==> config.mk <==
export PLATFORM = sky130hd
export DESIGN_NAME = fpu_dispatcher
export DESIGN_NICKNAME = d
export VERILOG_FILES = /design/src/rtl/fpu_dispatcher_pkg.sv /design/src/rtl/fpu_dispatcher.sv
export SDC_FILE = /design/constraint.sdc
export NUM_CORES = 1
export LEC_CHECK = 0
export BUFFER_PORTS_ARGS = -buffer_cell sky130_fd_sc_hd__buf_4
export CELL_PAD_IN_SITES_DETAIL_PLACEMENT = 0
export CELL_PAD_IN_SITES_GLOBAL_PLACEMENT = 1
export CORE_MARGIN = 2
export CORE_UTILIZATION = 38
export DETAILED_ROUTE_END_ITERATION = 8
export HOLD_SLACK_MARGIN = 0.06
export PLACE_DENSITY_LB_ADDON = 0.08
export RECOVER_POWER = 25
export SLEW_MARGIN = 5
export SYNTH_ARGS = -nofsm -noshare
export SYNTH_HDL_FRONTEND = slang
export SYNTH_SLANG_ARGS = --single-unit
==> constraint.sdc <==
create_clock -name clk -period 9.56 [get_ports clk]
set_input_delay 1.912 -clock clk [delete_from_list [all_inputs] [get_ports clk]]
set_output_delay 1.912 -clock clk [all_outputs]
set_load 0.02 [all_outputs]
==> src/rtl/fpu_dispatcher_pkg.sv <==
// Shared definitions for the fixed-point unit dispatcher: FPU operation codes,
// FSM state encoding and small decode helpers.
package fpu_dispatcher_pkg;

   localparam logic [1:0] FPU_ADD  = 2'b00;
   localparam logic [1:0] FPU_SUB  = 2'b01;
   localparam logic [1:0] FPU_MUL  = 2'b10;
   localparam logic [1:0] FPU_SQRT = 2'b11;

   typedef enum logic [1:0] {
      S_IDLE  = 2'd0,
      S_ISSUE = 2'd1,
      S_WAIT  = 2'd2,
      S_RESP  = 2'd3
   } state_t;

   // MUL and SQRT are sequential inside the FPU and answer through ready.
   function automatic logic is_multicycle(input logic [1:0] op);
      return (op == FPU_MUL) || (op == FPU_SQRT);
   endfunction

endpackage

==> src/rtl/fpu_dispatcher.sv <==
// Initiator side of the fixed-point unit interface: one tagged request at a time,
// FPU inputs held stable until the unit answers, bounded wait, one-cycle write-back.
module fpu_dispatcher
   import fpu_dispatcher_pkg::*;
#(
   parameter int WIDTH   = 32,
   parameter int FBITS   = 10,
   parameter int TAG_W   = 5,
   parameter int MIN_LAT = 2,
   parameter int TIMEOUT = 64
) (
   input  logic             clk,
   input  logic             reset,
   input  logic             req_valid,
   output logic             req_ready,
   input  logic [1:0]       req_op,
   input  logic [WIDTH-1:0] req_a,
   input  logic [WIDTH-1:0] req_b,
   input  logic [TAG_W-1:0] req_tag,
   output logic [WIDTH-1:0] fpu_operand_1,
   output logic [WIDTH-1:0] fpu_operand_2,
   output logic [1:0]       fpu_operation,
   input  logic [WIDTH-1:0] fpu_result,
   input  logic             fpu_ready,
   output logic             wb_valid,
   output logic [WIDTH-1:0] wb_result,
   output logic [TAG_W-1:0] wb_tag,
   output logic             wb_error,
   output logic             busy
);

   localparam int CNT_W = $clog2(TIMEOUT + 1);

   if (TIMEOUT <= MIN_LAT || FBITS >= WIDTH) begin : g_bad_params
      $error("fpu_dispatcher: need TIMEOUT > MIN_LAT and FBITS < WIDTH");
   end

   state_t           state_p0;
   state_t           state_nxt;
   logic [CNT_W-1:0] cnt_p0;
   logic [TAG_W-1:0] tag_p0;
   logic             multi;
   logic             honour;
   logic             expired;

   assign multi   = is_multicycle(fpu_operation);
   // A ready seen before MIN_LAT is the previous product's flag, not ours.
   assign honour  = fpu_ready && (cnt_p0 >= CNT_W'(MIN_LAT));
   assign expired = (cnt_p0 == CNT_W'(TIMEOUT));

   assign req_ready = (state_p0 == S_IDLE);
   assign busy      = (state_p0 != S_IDLE);
   assign wb_valid  = (state_p0 == S_RESP);
   assign wb_tag    = tag_p0;

   always_ff @(posedge clk or posedge reset) begin
      if (reset) state_p0 <= S_IDLE;
      else       state_p0 <= state_nxt;
   end

   always_comb begin
      state_nxt = state_p0;
      case (state_p0)
         S_IDLE:  if (req_valid) state_nxt = S_ISSUE;
         S_ISSUE: state_nxt = multi ? S_WAIT : S_RESP;
         S_WAIT:  if (honour || expired) state_nxt = S_RESP;
         S_RESP:  state_nxt = S_IDLE;
         default: state_nxt = S_IDLE;
      endcase
   end

   // ---- request latch / FPU drive / write-back capture ----
   always_ff @(posedge clk or posedge reset) begin
      if (reset) begin
         fpu_operand_1 <= '0;
         fpu_operand_2 <= '0;
         fpu_operation <= FPU_ADD;
         tag_p0        <= '0;
         cnt_p0        <= '0;
         wb_result     <= '0;
         wb_error      <= 1'b0;
      end else begin
         case (state_p0)
            S_IDLE: begin
               if (req_valid) begin
                  fpu_operand_1 <= req_a;
                  fpu_operand_2 <= req_b;
                  fpu_operation <= req_op;
                  tag_p0        <= req_tag;
                  cnt_p0        <= '0;
               end
            end
            S_ISSUE: begin
               if (multi) begin
                  cnt_p0 <= CNT_W'(1);
               end else begin
                  wb_result <= fpu_result;
                  wb_error  <= 1'b0;
               end
            end
            S_WAIT: begin
               if (honour) begin
                  wb_result <= fpu_result;
                  wb_error  <= 1'b0;
               end else if (expired) begin
                  wb_result <= '0;
                  wb_error  <= 1'b1;
               end else begin
                  cnt_p0 <= cnt_p0 + CNT_W'(1);
               end
            end
            S_RESP: begin
               // Park the FPU on a harmless ADD of zeros so its sequential units stay idle.
               fpu_operand_1 <= '0;
               fpu_operand_2 <= '0;
               fpu_operation <= FPU_ADD;
            end
            default: ;
         endcase
      end
   end

endmodule
==> results of run 1 <==
==> synthesized netlist by cell type, types with 2 or more instances <==
library cell	number
sky130_fd_sc_hd__clkbuf_1	16
sky130_fd_sc_hd__ha_1	7
sky130_fd_sc_hd__inv_1	13
sky130_fd_sc_hd__a31oi_1	2
sky130_fd_sc_hd__nand3_1	4
sky130_fd_sc_hd__or3_1	2
sky130_fd_sc_hd__nor4_1	2
sky130_fd_sc_hd__a21oi_1	3
sky130_fd_sc_hd__nand4_1	6
sky130_fd_sc_hd__dfrtp_1	113
sky130_fd_sc_hd__buf_1	3
sky130_fd_sc_hd__nand2_1	7
sky130_fd_sc_hd__nor2_1	2
sky130_fd_sc_hd__nor2b_1	2
sky130_fd_sc_hd__nor3_1	5
sky130_fd_sc_hd__o211a_1	2
sky130_fd_sc_hd__mux2i_1	3
sky130_fd_sc_hd__buf_6	4
sky130_fd_sc_hd__mux2_2	5
sky130_fd_sc_hd__o211ai_1	4
sky130_fd_sc_hd__a22o_1	98
sky130_fd_sc_hd__o2111ai_1	2
==> report_power, final <==
| group | internal (mW) | switching, mW | leakage, nW |
|---|---|---|---|
| combinational | 0.581 | 0.726 | 1.68 |
| clock | 0.446 | 0.209 | 0.305 |
| sequential | 0.716 | 0.140 | 1.47 |
==> layout make-up <==
cell class / instances / area [um2] / area share [%]
Clock buffer: 20 / 457 / 6.82
Clock inverter: 11 / 161 / 2.41
Inverter: 13 / 50.0 / 0.748
Multi-Input combinational cell: 168 / 1400 / 20.8
Sequential cell: 113 / 2830 / 42.3
Tap cell: 143 / 179 / 2.67
Timing Repair Buffer: 217 / 1620 / 24.2
==> final timing paths <==
check	endpoint	from	slack, ns
min in group asynchronous	wb_result[9]	reset	1.88
setup / recovery	wb_error	fpu_ready	6.07
max in group asynchronous	wb_result[1]	reset	6.08
setup reg to reg	wb_error	cnt_p0[2]	6.16
hold / removal	wb_result[6]	wb_result[6]	0.50
hold reg to reg	wb_result[6]	wb_result[6]	0.50
==> per-layer routing <==
| layer | global-route usage [%] | vias to the layer above |
|---|---|---|
| met3 | 7.68 | 11 |
| met1 | 25.2 | 1719 |
| met2 | 28.6 | 162 |
| met4 | 7.49 | 0 |
| li1 | - | 1641 |
| met5 | 0 | - |
==> stage by stage <==
step	cells	hold WS (ns)	power, mW	utilization (%)	instance area, um2
after floorplan	317	0.497	1.66	-	4390
after global placement	654	0.485	2.18	53.7	6110
after detailed placement	654	0.483	2.19	53.7	6110
after CTS	685	0.503	2.87	59.2	6730
after global routing	685	0.516	2.98	58.9	6690
final	685	0.500	2.82	58.9	6690
==> worst register-to-register path: stages, from the launching register on <==
cell and delay, ns:
sky130_fd_sc_hd__dfrtp_1 0.44, sky130_fd_sc_hd__or4_4 0.58, sky130_fd_sc_hd__o21ai_0 0.96, sky130_fd_sc_hd__a31o_1 1.05, sky130_fd_sc_hd__a21oi_1 0.20
==> placed cells by master, fill, tap and decap left out, types with 2 or more instances in the layout <==
cell and n:
sky130_fd_sc_hd__nand3_1 4, sky130_fd_sc_hd__ha_1 7, sky130_fd_sc_hd__nor3_1 6, sky130_fd_sc_hd__clkbuf_16 17, sky130_fd_sc_hd__inv_1 12, sky130_fd_sc_hd__mux2_2 5
sky130_fd_sc_hd__o211ai_1 4, sky130_fd_sc_hd__or3_1 2, sky130_fd_sc_hd__o2111ai_1 2, sky130_fd_sc_hd__nor4_1 2, sky130_fd_sc_hd__mux2i_1 3, sky130_fd_sc_hd__o211a_1 2
sky130_fd_sc_hd__nand4_1 6, sky130_fd_sc_hd__buf_4 213, sky130_fd_sc_hd__nor2b_1 2, sky130_fd_sc_hd__o21ai_0 2, sky130_fd_sc_hd__a31oi_1 2, sky130_fd_sc_hd__clkbuf_1 3
sky130_fd_sc_hd__clkbuf_8 2, sky130_fd_sc_hd__bufinv_16 4, sky130_fd_sc_hd__a21oi_1 2, sky130_fd_sc_hd__a22o_1 98, sky130_fd_sc_hd__clkinv_2 5, sky130_fd_sc_hd__clkbuf_4 2
sky130_fd_sc_hd__nand2_1 7, sky130_fd_sc_hd__dfrtp_1 113
==> registers in the layout, summed over array words and instances, names as in the netlist <==
register / cells
fpu_operand_1: 32
fpu_operand_2: 32
wb_result: 32
cnt_p0: 7
wb_tag: 5
fpu_operation: 2
state_p0: 2
wb_error: 1
==> kinds of logic after synthesis <==
logic type | Yosys count | share of synthesized area (%)
compound gates | 119 | 23.5
fa+ha+maj | 7 | 1.99
buf+inv | 36 | 3.76
flops | 113 | 64.4
mux | 8 | 1.97
simple gates | 34 | 4.33
==> run metrics, run 1 <==
number of buffer and inverter stages on the critical path=1; number of fill cells in the layout=between 900 and 1000; FFs w/ async S/R, synth=100%; critical path depth=4; cells along the critical path=buf_4 > o21ai_0 > a31o_1 > a21oi_1; number of DRC violations after detailed-routing iteration 0=159; worst IR drop on VDD=around 210 uV; sequential area share after synthesis=64.4%; run status=finished, violations left; met3 wirelength from detailed routing=1040 um; Synth Area per Inst=13.9 um2; total die area=~0.012 mm2; ant diodes=0; post-synth top area share=between 60 and 70%; number of sinks driven by the clock tree=roughly 110; number of endpoints failing setup at the final stage=0; antenna violations before repair=0; final estimated routing congestion in global placement=approximately 0.8; Static Leakage=around 3.5 nW; worst clock skew=~0.0085 ns; area added between synthesis and finish=52.4%; slowest cell on the critical path=sky130_fd_sc_hd__a31o_1; number of buffers between clock root and the deepest sink=2; Final ANT Viol Nets=0; Min-Delay Path Depth=1; area of the core region=0.0114 mm2; x dimension of the die=roughly 110 um; hold bufs inserted after CTS=0; Cell Pwr Density=421 mW/mm2; H-tree levels=4; biggest area contributors in the synthesized netlist=sky130_fd_sc_hd__dfrtp_1 64%, sky130_fd_sc_hd__a22o_1 20%, sky130_fd_sc_hd__ha_1 2.0%, sky130_fd_sc_hd__clkbuf_1 1.4%, sky130_fd_sc_hd__mux2_2 1.3%; max frequency=287 MHz; clock insertion delay at the later pin of the skew report=approximately 0.4 ns; setup slack after layout=between 6 and 7 ns; met2 routed WL=between 5000 and 6000 um; cell taking the most area after synthesis=sky130_fd_sc_hd__dfrtp_1; setup repair after global routing missed its margin=false; worst min path class=flip-flop to flip-flop; maximum number of pins on one net before global-route repair=79; Tightest Pin Transition=around 1.5 ns; global-route wire length before repair=between 15000 and 20000 um; effective utilization at floorplan=between 30 and 40%; total nets after synthesis=~430; commonest register cell after synthesis=sky130_fd_sc_hd__dfrtp_1; endpoint type of the worst setup path=flip-flop; category of the worst setup path launch point=primary input; number of setup buffers added after CTS=0; length in cells of the worst reg-to-reg path=4; number of distinct library cells after synthesis=34; final cycle utilization of the critical path=a little over a third; max-cap violation count=1; arrival time worst endpoint=3.72 ns; clock slew at the register clock pins of the worst setup and hold paths=0.05 ns; DP HPWL=approximately 8000 um; Syn Std Cell Area=approximately 0.0044 mm2; # IOs=between 200 and 250; EDFF count, synth=0; Buffers on Ports=between 200 and 250; floorplan die height=between 100 and 150 um; cell chosen for the clock root=sky130_fd_sc_hd__clkbuf_16; total via count in the routed design=3533; DP Worst Slack=5.72 ns; highest cell delay on the worst timing path=approximately 1.1 ns; CTS tree=done; final routed wirelength across all metal layers=about 12000 um; Data required, critical path=~9.8 ns; top routing layer in use=met4; cell count after synthesis=between 300 and 400; number of global-route vias before repair=approximately 3600; violations in the final reports=max-capacitance violations, max-slew violations; kind of cell with the highest combined delay on the critical path=compound AO/OA/AOI/OAI gates; mean routed wirelength per cell=17.1 um; Sum Neg Setup Slack=0 ns; global route overflow=0; floorplan row count=39; Final Critical Period=around 3.5 ns; post-cts repair resize count=0; metal1 wirelength=5120 um; DRC errors left=0; fin. max-slew vios=37; drt first pass iters=4; kind of critical path=primary input to flip-flop; total number of nets in the final design=~640; Final Hold Fails=0; global-route total usage across every layer=a little under a fifth; flop and latch count out of synthesis=~110; Yosys warning count=0; share of cells above drive strength 1=47.0%; peak fanout along the critical path=33; number of buffers created by CTS=17; via/cell ratio=about 5.2; Max-Slew Margin vs Limit=-3.47%
Note: power is estimated with default switching activity, not from simulation.
==> inputs of run 2 (changes only) <==
--- a/config.mk
+++ b/config.mk
@@ -5,11 +5,12 @@
 export SDC_FILE = /design/constraint.sdc
 export NUM_CORES = 1
 export LEC_CHECK = 0
+export ABC_AREA = 1
 export BUFFER_PORTS_ARGS = -buffer_cell sky130_fd_sc_hd__buf_4
 export CELL_PAD_IN_SITES_DETAIL_PLACEMENT = 0
 export CELL_PAD_IN_SITES_GLOBAL_PLACEMENT = 1
 export CORE_MARGIN = 2
-export CORE_UTILIZATION = 38
+export CORE_UTILIZATION = 31
 export DETAILED_ROUTE_END_ITERATION = 8
 export HOLD_SLACK_MARGIN = 0.06
 export PLACE_DENSITY_LB_ADDON = 0.08
==> constraint.sdc (replaced) <==
create_clock -name clk -period 3 [get_ports clk]
set_input_delay 0.6 -clock clk [delete_from_list [all_inputs] [get_ports clk]]
set_output_delay 0.6 -clock clk [all_outputs]
set_load 0.02 [all_outputs]
==> run metrics, run 2 <==
number of sinks driven by the clock tree=113 (unchanged); Tightest Pin Transition=1.60 ns (+0.0603 ns); final cycle utilization of the critical path=75.1%; total via count in the routed design=4440 (+26%); critical path startpoint=state_p0[0]; number of DRC violations after detailed-routing iteration 0=249 (+57%); clock slew at the register clock pins of the worst setup and hold paths=0.05 ns (about the same); via/cell ratio=4.47 (-13%); most common cell in the netlist=sky130_fd_sc_hd__dfrtp_1; effective utilization at floorplan=31.4% (-7.2 points); global-route total usage across every layer=16.8% (-2.4 points); origin of the critical flop-to-flop path=state_p0[0]; Final Hold Fails=0 (unchanged); category of the worst setup path launch point=flip-flop; hold bufs inserted after CTS=0 (unchanged); leading cell type in the layout, fill and taps excluded=sky130_fd_sc_hd__buf_4; commonest register cell after synthesis=sky130_fd_sc_hd__dfrtp_1; worst min path class=primary input to flip-flop; area of the core region=0.0157 mm2 (+38%); largest registers in the final layout=fpu_operand_1 (32), fpu_operand_2 (32), wb_result (32); antenna violations before repair=0 (unchanged); worst clock skew=0.00396 ns (-0.00454 ns); biggest area contributors in the synthesized netlist=sky130_fd_sc_hd__dfrtp_1 57%, sky130_fd_sc_hd__nand3_1 11%, sky130_fd_sc_hd__nand2_1 8.4%, sky130_fd_sc_hd__o21ai_0 6.8%, sky130_fd_sc_hd__inv_1 6.3%; reg-to-reg critical path endpoint=fpu_operand_1[0]; clock insertion delay at the later pin of the skew report=0.40 ns (about the same); share of cells above drive strength 1=34.1% (-13 points); cell taking the most area after synthesis=sky130_fd_sc_hd__dfrtp_1; capturing element of the worst setup path=fpu_operand_1[0]; Buffers on Ports=213 (unchanged); number of buffers between clock root and the deepest sink=2 (unchanged); peak fanout along the critical path=43 (+30%); Data required, critical path=3.32 ns (-6.47 ns); DRC errors left=0 (unchanged); worst IR drop on VDD=479 uV (+120%); drt first pass iters=4 (unchanged); run status=finished, violations left; maximum number of pins on one net before global-route repair=114 (+44%); EDFF count, synth=0 (unchanged); number of distinct library cells after synthesis=25 (-26%); area added between synthesis and finish=47.9%; number of endpoints failing setup at the final stage=0 (unchanged); cell chosen for the clock root=sky130_fd_sc_hd__clkbuf_16; cell count after synthesis=557 (+76%); leading cell types in the layout, fill and taps excluded=217 x sky130_fd_sc_hd__buf_4, 113 x sky130_fd_sc_hd__dfrtp_1, 110 x sky130_fd_sc_hd__nand2_1; CTS tree=done; number of setup buffers added after CTS=0 (unchanged); Static Leakage=3.78 nW (+9.3%); floorplan row count=46 (+18%); setup slack, reg-to-reg=0.75 ns (-5.41 ns); Final ANT Viol Nets=0 (unchanged); total nets after synthesis=671 (+56%); global route overflow=0 (unchanged); post-synth top area share=57.3% (-7.1 points); ranking of synthesized cells by instance count=113 x sky130_fd_sc_hd__dfrtp_1, 110 x sky130_fd_sc_hd__nand2_1, 107 x sky130_fd_sc_hd__nand3_1; setup repair after global routing missed its margin=false; max frequency=444 MHz; sequential area share after synthesis=57.3% (-7.1 points); sum of internal, switching and leakage power=8.73 mW (+210%); Syn Std Cell Area=0.00494 mm2 (+12%); H-tree levels=4 (unchanged); kind of critical path=flip-flop to flip-flop; ant diodes=0 (unchanged); # IOs=214 (unchanged); total die area=0.0169 mm2 (+36%); number of buffers created by CTS=17 (unchanged); arrival time worst endpoint=2.57 ns (-1.15 ns); max-cap violation count=1 (unchanged); Cell Pwr Density=1200 mW/mm2 (+180%); Max-Slew Margin vs Limit=-6.92% (-3.5 points); flop and latch count out of synthesis=113 (unchanged); Sum Neg Setup Slack=0 ns (unchanged); x dimension of the die=130 um (+17%); mean routed wirelength per cell=14.4 um (-15%); endpoint type of the worst setup path=flip-flop; Yosys warning count=0 (unchanged); Synth Area per Inst=8.86 um2 (-36%); violations in the final reports=max-capacitance violations, max-slew violations; fin. max-slew vios=114 (+210%); length in cells of the worst reg-to-reg path=6 (+2); final hold slack=0.420 ns (-0.0794 ns); FFs w/ async S/R, synth=100% (unchanged); global-route wire length before repair=21700 um (+16%); final estimated routing congestion in global placement=0.809 (+1.2%); floorplan die height=130 um (+17%); DP HPWL=9760 um (+20%); final routed wirelength across all metal layers=14300 um (+23%); number of global-route vias before repair=4253 (+19%); Final Critical Period=2.25 ns; post-cts repair resize count=0 (unchanged); total number of nets in the final design=878 (+36%)
[run 2: cell count changes in the layout (fill, tap and decap cells not counted), moves of 11 or more]
cell / delta
sky130_fd_sc_hd__o21ai_0: +65
sky130_fd_sc_hd__nor2_1: +11
sky130_fd_sc_hd__a22o_1: -98
sky130_fd_sc_hd__inv_1: +69
sky130_fd_sc_hd__nand3_1: +103
sky130_fd_sc_hd__nand2_1: +103
[run 2: kinds of logic (layout without fill, tap and decap cells)]
| family | count (synthesis) | after routing | share of synthesized area, % |
|---|---|---|---|
| and+or+nand+nor | 244 | 244 | 22.3 |
| buffers and inverters | 115 | 335 | 9.63 |
| DFF | 113 | 113 | 57.3 |
| AOI/OAI and AO/OA | 72 | 72 | 7.73 |
| adders and majority gates | 7 | 7 | 1.77 |
| muxes | 5 | 5 | 1.14 |
| xor gates and xnor gates | 1 | 1 | 0.177 |
[run 2: critical path, cell delays in order (launching register included)]
cell,delay [ns]
sky130_fd_sc_hd__dfrtp_1,0.40
sky130_fd_sc_hd__inv_1,0.10
sky130_fd_sc_hd__ha_1,0.28
sky130_fd_sc_hd__o21ai_4,0.78
sky130_fd_sc_hd__buf_4,0.38
sky130_fd_sc_hd__nand3_1,0.11
sky130_fd_sc_hd__o21ai_0,0.11
[run 2: worst min path at each step]
stage	startpoint	endpoint	slack [ns]	cells past startpoint
6_report	fpu_result[12]	wb_result[12]	0.42	3
5_1_grt	req_tag[4]	wb_tag[4]	0.41	2
4_1_cts	fpu_result[12]	wb_result[12]	0.39	3
3_5_place_dp	wb_result[4]	wb_result[4]	0.46	2
3_3_place_gp	wb_result[21]	wb_result[21]	0.46	2
2_1_floorplan	state_p0[0]	state_p0[0]	0.50	2
[run 2: through the flow]
stage / util, % / area, um2 / setup slack [ns] / cells
final: 46.4 / 7300 / 0.748 / 993
after global routing: 46.4 / 7300 / 0.529 / 993
after CTS: 46.5 / 7310 / 0.716 / 993
after detailed placement: 42.8 / 6730 / 0.745 / 961
after global placement: 42.8 / 6730 / 0.834 / 961
after floorplan: - / 4940 / 1.03 / 557
[run 2: power by group]
group	leakage [nW]	internal (mW)	total (mW)	switching [mW]
combinational	2.08	1.56	4.17	2.60
clock	0.284	1.29	1.95	0.660
sequential	1.42	2.23	2.61	0.386
total	3.78	5.08	8.73	3.65
[run 2: layout make-up]
class                           instances  area (um2)
Fill cell                            1582        8410
Inverter                               83         313
Multi-Input combinational cell        329        1640
Sequential cell                       113        2830
Clock inverter                          3        42.5
Clock buffer                           29         541
Timing Repair Buffer                  220        1660
Tap cell                              216         270
[run 2: routing by layer]
layer	GRT usage [%]	routed length (um)	vias to the layer above
met5	0	0	-
met4	7.65	330	0
met3	5.78	1240	21
met2	25.8	6530	163
met1	21.3	6210	2051
li1	-	-	2205
